File: src/rtl/digit_entry_pkg.sv
// Shared encodings for the digit entry front end: baud selects, display modes and FSM states.
`ifndef DIGIT_ENTRY_COMMON
`define DIGIT_ENTRY_COMMON
`define SEL_9600      2'd0
`define SEL_57600     2'd1
`define SEL_115200    2'd2
`define BAUDRATE_MODE 1'b0
`define DATA_MODE     1'b1
`define ENTRY_BAUD    2'd0
`define ENTRY_LO      2'd1
`define ENTRY_HI      2'd2
`define ENTRY_SEND    2'd3
`endif

package digit_entry_pkg;

  localparam int unsigned MSG_W = 8;
  localparam int unsigned SEL_W = 2;

  localparam logic [SEL_W-1:0] SEL_9600      = `SEL_9600;
  localparam logic [SEL_W-1:0] SEL_57600     = `SEL_57600;
  localparam logic [SEL_W-1:0] SEL_115200    = `SEL_115200;
  localparam logic             BAUDRATE_MODE = `BAUDRATE_MODE;
  localparam logic             DATA_MODE     = `DATA_MODE;

  typedef enum logic [1:0] {
    ST_BAUD = `ENTRY_BAUD,
    ST_LO   = `ENTRY_LO,
    ST_HI   = `ENTRY_HI,
    ST_SEND = `ENTRY_SEND
  } entry_state_e;

  // Baud select rotation 9600 -> 57600 -> 115200 -> 9600.
  function automatic logic [SEL_W-1:0] next_baud(input logic [SEL_W-1:0] sel);
    case (sel)
      SEL_9600:  next_baud = SEL_57600;
      SEL_57600: next_baud = SEL_115200;
      default:   next_baud = SEL_9600;
    endcase
  endfunction

endpackage

File: src/rtl/digit_entry_debounce.sv
// Button conditioner: 2-flop synchronizer, stability counter and rising-edge pulse.
module btn_debounce #(
  parameter int unsigned DEBOUNCE_CYCLES = 500000
) (
  input  logic src_clk,
  input  logic rst,
  input  logic raw,
  output logic pulse
);

  localparam int unsigned CNT_W = (DEBOUNCE_CYCLES > 2) ? $clog2(DEBOUNCE_CYCLES) : 1;
  localparam logic [CNT_W-1:0] CNT_LAST = CNT_W'(DEBOUNCE_CYCLES - 1);

  logic             sync_q1;
  logic             sync_q2;
  logic             stable;
  logic             stable_d;
  logic [CNT_W-1:0] cnt;

  always_ff @(posedge src_clk) begin
    if (rst) begin
      sync_q1  <= 1'b0;
      sync_q2  <= 1'b0;
      stable   <= 1'b0;
      stable_d <= 1'b0;
      cnt      <= '0;
      pulse    <= 1'b0;
    end else begin
      sync_q1  <= raw;
      sync_q2  <= sync_q1;
      stable_d <= stable;
      pulse    <= stable & ~stable_d;
      // The level only flips after DEBOUNCE_CYCLES consecutive disagreeing samples.
      if (sync_q2 == stable) begin
        cnt <= '0;
      end else if (cnt == CNT_LAST) begin
        stable <= ~stable;
        cnt    <= '0;
      end else begin
        cnt <= cnt + CNT_W'(1);
      end
    end
  end

endmodule

File: src/rtl/digit_entry.sv
// Operator front end: baud select and hex byte composition from three buttons, with a TX request handshake.
module digit_entry
  import digit_entry_pkg::*;
#(
  parameter int unsigned DEBOUNCE_CYCLES = 500000
) (
  input  logic             src_clk,
  input  logic             rst,
  input  logic             btn_next,
  input  logic             btn_inc,
  input  logic             btn_send,
  input  logic             tx_busy,
  output logic             mode,
  output logic [MSG_W-1:0] msg,
  output logic [SEL_W-1:0] baud_sel,
  output logic [MSG_W-1:0] tx_data,
  output logic             tx_start
);

  logic             next_p;
  logic             inc_p;
  logic             send_p;
  entry_state_e     state;
  logic [MSG_W-1:0] data_reg;

  btn_debounce #(.DEBOUNCE_CYCLES(DEBOUNCE_CYCLES)) u_db_next (
    .src_clk(src_clk), .rst(rst), .raw(btn_next), .pulse(next_p)
  );
  btn_debounce #(.DEBOUNCE_CYCLES(DEBOUNCE_CYCLES)) u_db_inc (
    .src_clk(src_clk), .rst(rst), .raw(btn_inc), .pulse(inc_p)
  );
  btn_debounce #(.DEBOUNCE_CYCLES(DEBOUNCE_CYCLES)) u_db_send (
    .src_clk(src_clk), .rst(rst), .raw(btn_send), .pulse(send_p)
  );

  // Edit FSM; mode/msg are updated alongside every state or field change so the display never lags.
  always_ff @(posedge src_clk) begin
    if (rst) begin
      state    <= ST_BAUD;
      data_reg <= '0;
      baud_sel <= SEL_9600;
      mode     <= BAUDRATE_MODE;
      msg      <= {6'b0, SEL_9600};
      tx_data  <= '0;
      tx_start <= 1'b0;
    end else begin
      case (state)
        ST_BAUD: begin
          if (send_p) begin
            // send has top priority even where it does nothing
          end else if (next_p) begin
            state <= ST_LO;
            mode  <= DATA_MODE;
            msg   <= data_reg;
          end else if (inc_p) begin
            baud_sel <= next_baud(baud_sel);
            msg      <= {6'b0, next_baud(baud_sel)};
          end
        end
        ST_LO, ST_HI: begin
          if (send_p) begin
            if (!tx_busy) begin
              tx_data  <= data_reg;
              tx_start <= 1'b1;
              state    <= ST_SEND;
            end
          end else if (next_p) begin
            if (state == ST_LO) begin
              state <= ST_HI;
            end else begin
              state <= ST_BAUD;
              mode  <= BAUDRATE_MODE;
              msg   <= {6'b0, baud_sel};
            end
          end else if (inc_p) begin
            if (state == ST_LO) begin
              data_reg[3:0] <= data_reg[3:0] + 4'd1;
              msg           <= {data_reg[7:4], data_reg[3:0] + 4'd1};
            end else begin
              data_reg[7:4] <= data_reg[7:4] + 4'd1;
              msg           <= {data_reg[7:4] + 4'd1, data_reg[3:0]};
            end
          end
        end
        ST_SEND: begin
          if (tx_start) begin
            if (tx_busy) tx_start <= 1'b0;
          end else if (!tx_busy) begin
            state <= ST_LO;
          end
        end
        default: begin
          state <= ST_BAUD;
          mode  <= BAUDRATE_MODE;
          msg   <= {6'b0, baud_sel};
        end
      endcase
    end
  end

endmodule

File: config.mk
export PLATFORM = sky130hd
export DESIGN_NAME = digit_entry
export DESIGN_NICKNAME = d
export VERILOG_FILES = /design/src/rtl/digit_entry_pkg.sv /design/src/rtl/digit_entry_debounce.sv /design/src/rtl/digit_entry.sv
export SDC_FILE = /design/constraint.sdc
export NUM_CORES = 1
export LEC_CHECK = 0
export BUFFER_PORTS_ARGS = -buffer_cell sky130_fd_sc_hd__buf_2
export CORE_MARGIN = 2
export CORE_UTILIZATION = 45
export DETAILED_ROUTE_END_ITERATION = 8
export HOLD_SLACK_MARGIN = 0.1
export SYNTH_ARGS = -nofsm -noshare
export SYNTH_HDL_FRONTEND = slang
export SYNTH_SLANG_ARGS = --single-unit
File: constraint.sdc
create_clock -name src_clk -period 2.9 [get_ports src_clk]
set_input_delay 0.87 -clock src_clk [delete_from_list [all_inputs] [get_ports src_clk]]
set_output_delay 0.87 -clock src_clk [all_outputs]
set_load 0.01 [all_outputs]
# [Yosys cells after proc, flatten, opt, wreduce, memory -nomap -nowiden]
# Index checks and enable logic that the tools add are counted.
[word_totals] reg_bits=102 output_inout_bits=20 wordCells=120
[classes] add_sub_neg=5 eq_ne=24 muxes=30 bitwise=16 n_reduce_logical=19
[ops] operator="$mux 8" n=8
[ops] operator="$add 19x1->19 const B" n=3
[ops] operator="$eq 19x19->1 const B" n=3
[ops] operator="$reduce_and 6->1" n=3
[ops] operator="$mux 2" n=8
[ops] operator="$pmux 8 s2" n=1
[ops] operator="$not 1->1" n=13
[ops] operator="$ne 2x2->1 const B" n=6
[ops] operator="$reduce_and 5->1" n=2
[ops] operator="$mux 1" n=9
[ops] operator="$ne 3x1->1 const B" n=3
[ops] operator="$reduce_or 3->1" n=3
[ops] operator="$add 4x1->4 const B" n=2
[ops] operator="$ne 2x1->1 const B" n=3
[ops] operator="$ne 3x3->1 const B" n=2
[ops] operator="$pmux 2 s3" n=1
[ops] operator="$reduce_and 2->1" n=3
[ops] operator="$reduce_and 3->1" n=2
[ops] operator="$eq 2x1->1 const B" n=2
[ops] operator="$eq 2x2->1 const B" n=2
[ops] operator="$logic_not 2->1" n=2
[ops] operator="$pmux 1 s2" n=2
[ops] operator="$pmux 2 s2" n=1
[ops] operator="$reduce_and 4->1" n=1
[ops] operator="4 further kinds" n=9

# [Longest topological paths before layout]
# Gate-level depths: netlist of run 1.
[logic_depth] word_depth=6 ltp_mapped=7

# [By module]
# From an unflattened synthesis of run 1, not the netlist that was laid out.
[hier_totals] cells_unflattened=520 area_unflattened_um2=4695.8
[modules_own_cells] module="btn_debounce at u_db_inc ..." n_inst=2 cells_per_inst=113 area_each_um2=1048.5 seq_area_each_um2=480.5
[modules_own_cells] module="digit_entry" n_inst=1 cells_per_inst=182 area_each_um2=1547.7 seq_area_each_um2=600.6
[modules_own_cells] module="btn_debounce at u_db_send" n_inst=1 cells_per_inst=112 area_each_um2=1051.0 seq_area_each_um2=480.5

# [Least setup slack after synthesis of run 1]
# No wires, ideal clock.
[synth_path] path_type="register -> register" from="register state[0]" to="register msg[3]" setup_time_ps=91 t_arrival_ps=1809 path_slack_ps=1000 path_stages_with_launch=8 period_less_slack_ps=1900 path_cell_list="dfxtp_1 inv_1 ha_1 nor2_1 a2111oi_0 clkbuf_1 nor2_1 a311oi_1"
[synth_via] elab_chain_cells=6 word_cells_on_any_way=16 classes_between="eq/ne: 7; mux: 5; reduce/logical: 4"
[synth_rtl] element="start, declared" line_no="digit_entry.sv:23" source="entry_state_e state;"
[synth_rtl] element="start signal, assigned" line_no="digit_entry.sv:39" source="state <= ST_BAUD;"
[synth_rtl] element="start signal, assigned" line_no="digit_entry.sv:52" source="state <= ST_LO;"
[synth_rtl] element="start signal, assigned" line_no="digit_entry.sv:65" source="state <= ST_SEND;"
[synth_rtl] element="$eq 2x1->1" line_no="digit_entry.sv:47, digit_entry.sv:68, digit_entry.sv:76"
[synth_rtl] element="$mux 8" line_no="digit_entry.sv:76" source="if (state == ST_LO) begin"
[synth_rtl] element="$mux 8" line_no="digit_entry.sv:75" source="end else if (inc_p) begin"
[synth_rtl] element="$mux 8" line_no="digit_entry.sv:67" source="end else if (next_p) begin"
[synth_rtl] element="$mux 8" line_no="digit_entry.sv:61" source="if (send_p) begin"
[synth_rtl] element="$pmux 8 s2" line_no="digit_entry.sv:47" source="case (state)"
[synth_rtl] element="end signal, assigned" line_no="digit_entry.sv:73" source="msg <= {6'b0, baud_sel};"
[synth_rtl] element="end signal, assigned" line_no="digit_entry.sv:78" source="msg <= {data_reg[7:4], data_reg[3:0] + 4'd1};"
[synth_rtl] element="end signal, assigned" line_no="digit_entry.sv:81" source="msg <= {data_reg[7:4] + 4'd1, data_reg[3:0]};"
[synth_rtl] element="end, declared" line_no="digit_entry.sv:14" source="output logic [MSG_W-1:0] msg,"
# Several ways; a longest one is shown, not always the timed one. The select of a mux whose other input is x is not followed.
# A chain may end at the register's enable or synchronous reset.

# [Final worst setup path of run 1]
[layout_path] from="register u_db_inc.cnt[0]" to="register u_db_inc.cnt[11]"
[layout_via] elab_chain_cells=2 word_cells_on_any_way=3 classes_between="add/sub: 1; eq/ne: 1; reduce/logical: 1"
[layout_rtl] element="start, declared" line_no="digit_entry_debounce.sv:18" source="logic [CNT_W-1:0] cnt;"
[layout_rtl] element="start signal, assigned" line_no="digit_entry_debounce.sv:40" source="cnt <= cnt + CNT_W'(1);"
[layout_rtl] element="parallel branches: the longest is 2 deep, another holds $add 19x1->19"
# Several ways; the timed one is not identified.

==> results of run 1 <==
[how the worst max path moves through the flow]
| stage | from | endpoint | slack [ns] | cells after the start |
|---|---|---|---|---|
| CTS | u_db_inc.cnt[0] | u_db_inc.cnt[11] | 0.68 | 5 |
| global placement | u_db_inc.cnt[0] | u_db_inc.cnt[6] | 0.81 | 5 |
| detailed placement | u_db_inc.cnt[0] | u_db_inc.cnt[11] | 0.69 | 5 |
| finish | u_db_inc.cnt[0] | u_db_inc.cnt[11] | 0.75 | 5 |
| global route | u_db_inc.cnt[0] | u_db_inc.cnt[11] | 0.54 | 5 |
| floorplan | state[0] | msg[3] | 1.0 | 7 |
[power by group through the flow]
stage	registers, mW	clock network [mW]	logic (mW)
2_1_floorplan	1.45	0	0.0665
3_3_place_gp	1.45	0	0.0889
3_5_place_dp	1.45	0	0.0911
4_1_cts	1.42	0.817	0.0912
5_1_grt	1.42	0.886	0.104
6_report	1.42	0.787	0.0908
[area by class of cell]
cell class / count / area [um^2] / area share
timing repair buffer: 30 / 162.7 / 0.03300
inverter: 17 / 63.81 / 0.01295
sequential: 102 / 2042 / 0.4143
multi-input combinational: 370 / 2327 / 0.4722
clock buffer: 10 / 127.6 / 0.02589
tap: 133 / 166.4 / 0.03376
clock inverter: 6 / 38.79 / 0.007870
[synthesized netlist by cell type, types with 2 or more instances]
| cell | count | share of area |
|---|---|---|
| dfxtp_1 | 102 | 0.45 |
| nor2_1 | 99 | 0.083 |
| xnor2_1 | 33 | 0.064 |
| xor2_1 | 22 | 0.043 |
| nand4_1 | 21 | 0.029 |
| nand3_1 | 20 | 0.022 |
| nand2_1 | 19 | 0.016 |
| inv_1 | 17 | 0.014 |
| o21ai_0 | 16 | 0.018 |
| nor3_1 | 15 | 0.017 |
| nor4_1 | 15 | 0.021 |
| nor2b_1 | 11 | 0.015 |
| a21oi_1 | 10 | 0.011 |
| clkbuf_1 | 10 | 0.0083 |
| ha_1 | 9 | 0.025 |
| mux2i_1 | 9 | 0.020 |
| a211oi_1 | 5 | 0.0083 |
| and3_1 | 5 | 0.0070 |
| buf_2 | 5 | 0.0056 |
| a221oi_1 | 4 | 0.0078 |
| and4_1 | 4 | 0.0078 |
| nand2b_1 | 4 | 0.0056 |
| nand3b_1 | 4 | 0.0067 |
| nor4b_1 | 4 | 0.0078 |
| nor4bb_1 | 4 | 0.0089 |
| a311oi_1 | 3 | 0.0058 |
| buf_1 | 3 | 0.0025 |
| nor3b_1 | 3 | 0.0050 |
| mux2_2 | 2 | 0.0050 |
| nand4_2 | 2 | 0.0056 |
| o21ai_2 | 2 | 0.0039 |
| o31ai_1 | 2 | 0.0033 |
| or3_1 | 2 | 0.0028 |
[kinds of logic (layout without fill, tap and decap cells)]
group                      after synthesis  count (layout)
and+or+nand+nor                        242             242
AOI/OAI and AO/OA                       53              53
DFF                                    102             102
muxes                                   11              11
buffers and inverters                   35              63
xor gates and xnor gates                55              55
adders and majority gates                9               9
[per-layer routing]
metal | wire length (um) | vias up | global-route usage
li1 | - | 1824 | -
met1 | 4326 | 1614 | 0.2231
met2 | 3711 | 41 | 0.2509
met3 | 247 | 9 | 0.03697
met4 | 95 | 0 | 0.05792
met5 | 0 | - | 0
[worst max-delay path, stage by stage, from the launching register on]
cell     delay [ns]
dfxtp_1        0.39
ha_1           0.26
nand4_2        0.15
or3_1          0.47
o21ai_2        0.64
nor2_1         0.12
[stage by stage]
stage          worst slack (ns)  total power [mW]  instances  hold WS (ns)  utilization
2_1_floorplan            0.9998             1.514        507        0.3674            -
5_1_grt                  0.5404             2.407        668        0.3956       0.5066
6_report                 0.7458             2.293        668        0.3870       0.5066
3_5_place_dp             0.6933             1.539        652        0.3754       0.4895
3_3_place_gp             0.8131             1.536        652        0.3730       0.4895
4_1_cts                  0.6764             2.324        668        0.3889       0.5066
==> results.ini, run 1 <==
[status]
outcome = finished clean

[worst_hold_path]
hold_class = reg -> reg
min-delay-start = u_db_inc.stable_d
whs_endpoint = u_db_inc.pulse
holdPathStages = 1

[timing]
max-slew-margin-rel = 0.5079
rsz0062_at_grt = false
fin_skew_ns = 0.01268
hold_viol = 0
tightest_slew_ns = 0.7380
slew_violations = 0
finalCritPeriodShare = 0.7428
timing.fmax_mhz = 464.2
fin_crit_ns = 2.154
final.setup.tns_ns = 0
setup_viol = 0

[yosys]
synth_fa_ha_area_frac = 0.02502
synth_top_family_by_area = simple AND/OR/NAND/NOR gates
yosys.cell_types.count = 54
synth_nets = 522
netlist_area_mm2 = 0.004501
ys_warn_count = 0
synthCells = 507
synth-seq-area-share = 0.4537
async_reset_ff_frac = 0
synth-main-ff-cell = dfxtp_1
synth_compound_area_frac = 0.07895
ys_ff_latch = 102
synthSimpleGateAreaFrac = 0.2797
synth_xor_area_frac = 0.1070
synth.avg_cell_area_um2 = 8.877
synth_edf_count = 0
synthMuxAreaShare = 0.02502

[flow_run]
max_cap_violations = 0

[finish]
area_delta_synth_final_pct = 9.508
drive_gt1_frac = 0.1140
design_area_mm2 = 0.004928
antennaDiodeCount = 0
largestRegisters = u_db_inc.cnt (19), u_db_next.cnt (19), u_db_send.cnt (19)
fillers = 940
layout_common_cells = 102 x dfxtp_1, 99 x nor2_1, 33 x xnor2_1
nets = 545
final_common_cell = dfxtp_1

[cts]
postCtsSetupBuffers = 0
htreeDepth = 3
insertion_delay_ns = 0.37
ctsResizeCount = 0
cts_max_path_buffers = 2
cts_root_buffer = clkbuf_8
cts_tree = yes
cts-hold-fix-buffers = 0
cts_sinks = 102
clkTransAtPathRegs_ns = 0.10
numCtsBuffers = 9

[worst_setup_path]
critPathKind = reg -> reg
critPathCaptureType = flop
r2r_slack_ns = 0.75
worstPathMaxFanout = 18
r2r-start = u_db_inc.cnt[0]
setup.worst_path.start_class = flop
required_ns = 3.14
r2r_end = u_db_inc.cnt[11]
arrival_ns = 2.39
ff2ff_path_depth = 5

[detailed_routing]
drc = 0
vias = 3488
initialDrtViolationCount = 82
drtPass1Iterations = 4
routed_via_density = 5.222
wl_per_cell_um = 12.55
totalWireLength_um = 8381
antenna_left = 0

[power]
internal_power_mw = 1.751
seqPwrFrac = 0.617
swShare = 0.2365
power_density_mw_per_mm2 = 465.2
p_leak_nw = 1.678
p_switching_uw = 542.2
comb_power_share = 0.040
power_frac_clock = 0.343
peakVddDrop_v = 0.0002037

[die]
die_h_um = 104.0
core_region_area_mm2 = 0.009729
io_pins = 26
num_rows = 36
dieArea_mm2 = 0.01082
start_util = 0.4626
dieWidth_um = 104.0

[placement]
placed_area_mm2 = 0.004762
io_buffers = 25
gp_congestion = 0.7745
place.detailed.hpwl_um = 5782

[grt]
grt_overflow = 0
track_usage = 0.1625
grt_pass1_wl_um = 14690
antenna_found_initial = 0
grt_max_degree = 26
grt_pass1_vias = 3188

Note: power is estimated with default switching activity, not from simulation.
==> inputs of run 2 (changes only) <==
==> constraint.sdc (replaced) <==
create_clock -name src_clk -period 1.8 [get_ports src_clk]
set_input_delay 0.54 -clock src_clk [delete_from_list [all_inputs] [get_ports src_clk]]
set_output_delay 0.54 -clock src_clk [all_outputs]
set_load 0.01 [all_outputs]
==> results.ini, run 2 (synthesized netlist as in run 1, its figures left out) <==
[worst_setup_path]
crit_slowest_cell = or4_4
startpoint = u_db_inc.cnt[1]
critPathKind = reg -> reg
setup.worst_path.start_class = flop
worstPathMaxFanout = 5  ; -13
cp_top_family = simple AND/OR/NAND/NOR gates
cpPeakStageDelay_ns = 0.52  ; -0.12 ns
r2r-start = u_db_inc.cnt[1]
cp.buffers_inverters = 0  ; unchanged
required_ns = 2.10  ; -1.04 ns
critPathCaptureType = flop
arrival_ns = 2.04  ; -0.35 ns
crit_path_cell_trace = ha_4 -> nand4_2 -> or3_4 -> or4_4 -> a21oi_2

[die]
die_h_um = 104.0  ; unchanged
core_region_area_mm2 = 0.009729  ; unchanged
num_rows = 36  ; unchanged
dieArea_mm2 = 0.01082  ; unchanged
start_util = 0.4626  ; unchanged
io_pins = 26  ; unchanged
dieWidth_um = 104.0  ; unchanged

[placement]
io_buffers = 25  ; unchanged
place.detailed.hpwl_um = 5982  ; +3.5%
gp_congestion = 0.8100  ; +4.6%

[finish]
nets = 581  ; +6.6%
area_delta_synth_final_pct = 19.15
largestRegisters = u_db_inc.cnt (19), u_db_next.cnt (19), u_db_send.cnt (19)
finalCoreUtilization = 0.5512  ; +0.04462
final_common_cell = nor2_1
layout_common_cells = 98 x nor2_1, 96 x dfxtp_1, 40 x buf_4
drive_gt1_frac = 0.2084  ; +0.09439
antennaDiodeCount = 0  ; unchanged
fillers = 945  ; +0.53%

[detailed_routing]
antenna_left = 0  ; unchanged
drc = 0  ; unchanged
drtPass1Iterations = 4  ; unchanged
routed_via_density = 5.170  ; -0.98%
totalWireLength_um = 8634  ; +3.0%
initialDrtViolationCount = 74  ; -9.8%
wl_per_cell_um = 12.26  ; -2.2%
vias = 3640  ; +4.4%

[cts]
cts_root_buffer = clkbuf_8
htreeDepth = 3  ; unchanged
cts_max_path_buffers = 2  ; unchanged
cts_tree = yes
clkTransAtPathRegs_ns = 0.10  ; about the same
cts_sinks = 102  ; unchanged
insertion_delay_ns = 0.37  ; about the same
numCtsBuffers = 9  ; unchanged

[power]
power_frac_clock = 0.389  ; +0.046
comb_power_share = 0.051  ; +0.011
p_leak_nw = 1.892  ; +13%
power_density_mw_per_mm2 = 758.3  ; +63%
peakVddDrop_v = 0.0004768  ; +130%
internal_power_mw = 3.156  ; +80%
seqPwrFrac = 0.560  ; -0.057
swShare = 0.2239  ; -0.01257
p_switching_uw = 910.5  ; +68%

[grt]
antenna_found_initial = 0  ; unchanged
track_usage = 0.1614  ; -0.001021
grt_max_degree = 32  ; +23%
grt_pass1_wl_um = 14830  ; +0.94%
grt_pass1_vias = 3278  ; +2.8%
grt_overflow = 0  ; unchanged

[timing]
finalCritPeriodShare = 0.9645  ; +0.2216
fin_skew_ns = 0.01151  ; -0.001165 ns
max-slew-margin-rel = 0.6738  ; +0.1658
fin_crit_ns = 1.736  ; -0.4182 ns
tightest_slew_ns = 0.4887  ; -0.2493 ns
final.setup.tns_ns = 0  ; unchanged
timing.fmax_mhz = 576.0  ; +24%
setup_viol = 0  ; unchanged
hold_viol = 0  ; unchanged
slew_violations = 0  ; unchanged

[worst_hold_path]
hold_class = reg -> reg
min-delay-start = u_db_inc.stable_d

[flow_run]
max_cap_violations = 0  ; unchanged

[status]
outcome = finished clean

[run 2: worst paths after layout]
path	end	slack (ns)	depth (start not counted)
max	u_db_inc.cnt[18]	0.06	5
min	u_db_inc.pulse	0.38	1
max reg2reg	u_db_inc.cnt[18]	0.06	5
min reg2reg	u_db_inc.pulse	0.38	1
[run 2: final cells by class]
class	count	area, um^2	share of cell area
flip-flops and latches	102	2052	0.3826
well taps	133	166.4	0.03103
clock inverters	6	92.59	0.01727
inverters	17	63.81	0.01190
repair buffers	66	430.4	0.08026
clock buffers	10	127.6	0.02380
multi-input cells	370	2430	0.4531
[run 2: power groups by stage]
stage	clock (mW)	combinational (mW)	sequential (mW)
5_1_grt	1.72	0.225	2.28
3_3_place_gp	0	0.180	2.33
6_report	1.58	0.209	2.28
4_1_cts	1.63	0.183	2.28
2_1_floorplan	0	0.108	2.33
3_5_place_dp	0	0.182	2.33
[run 2: what timing repair did]
item / 4_1_cts / 5_1_grt
gates cloned: 0 / 1
setup buffers: 0 / 3
gates resized for setup: 1 / 23
setup endpoints to repair: 1 / 19
pin swaps: 0 / 7
hold buffers: 0 / 0
[run 2: routing by layer]
metal	GRT usage	share of wire	wire, um
met1	0.2095	0.50	4304
met2	0.2660	0.46	3977
met3	0.03571	0.029	248
met4	0.05502	0.012	104
met5	0	0	0
[run 2: per-stage QoR]
stage	cell area [um^2]	cells	hold WS (ns)	worst slack [ns]	total power, mW
after CTS	5243	700	0.3656	0.02268	4.086
after floorplan	4518	507	0.3674	0.007763	2.440
final	5363	704	0.3786	0.06397	4.066
after global placement	5017	684	0.3730	0.04696	2.510
after detailed placement	5017	684	0.3755	0.006268	2.512
after global routing	5363	704	0.3992	-0.01427	4.224
[run 2: worst register-to-register path: cells and delay by family (launching register included)]
family	cells	cell delay [ns]
flip-flops	1	0.38
adder cells (fa/ha/maj)	1	0.13
AND/OR/NAND/NOR	3	1.04
AO/OA/AOI/OAI	1	0.12
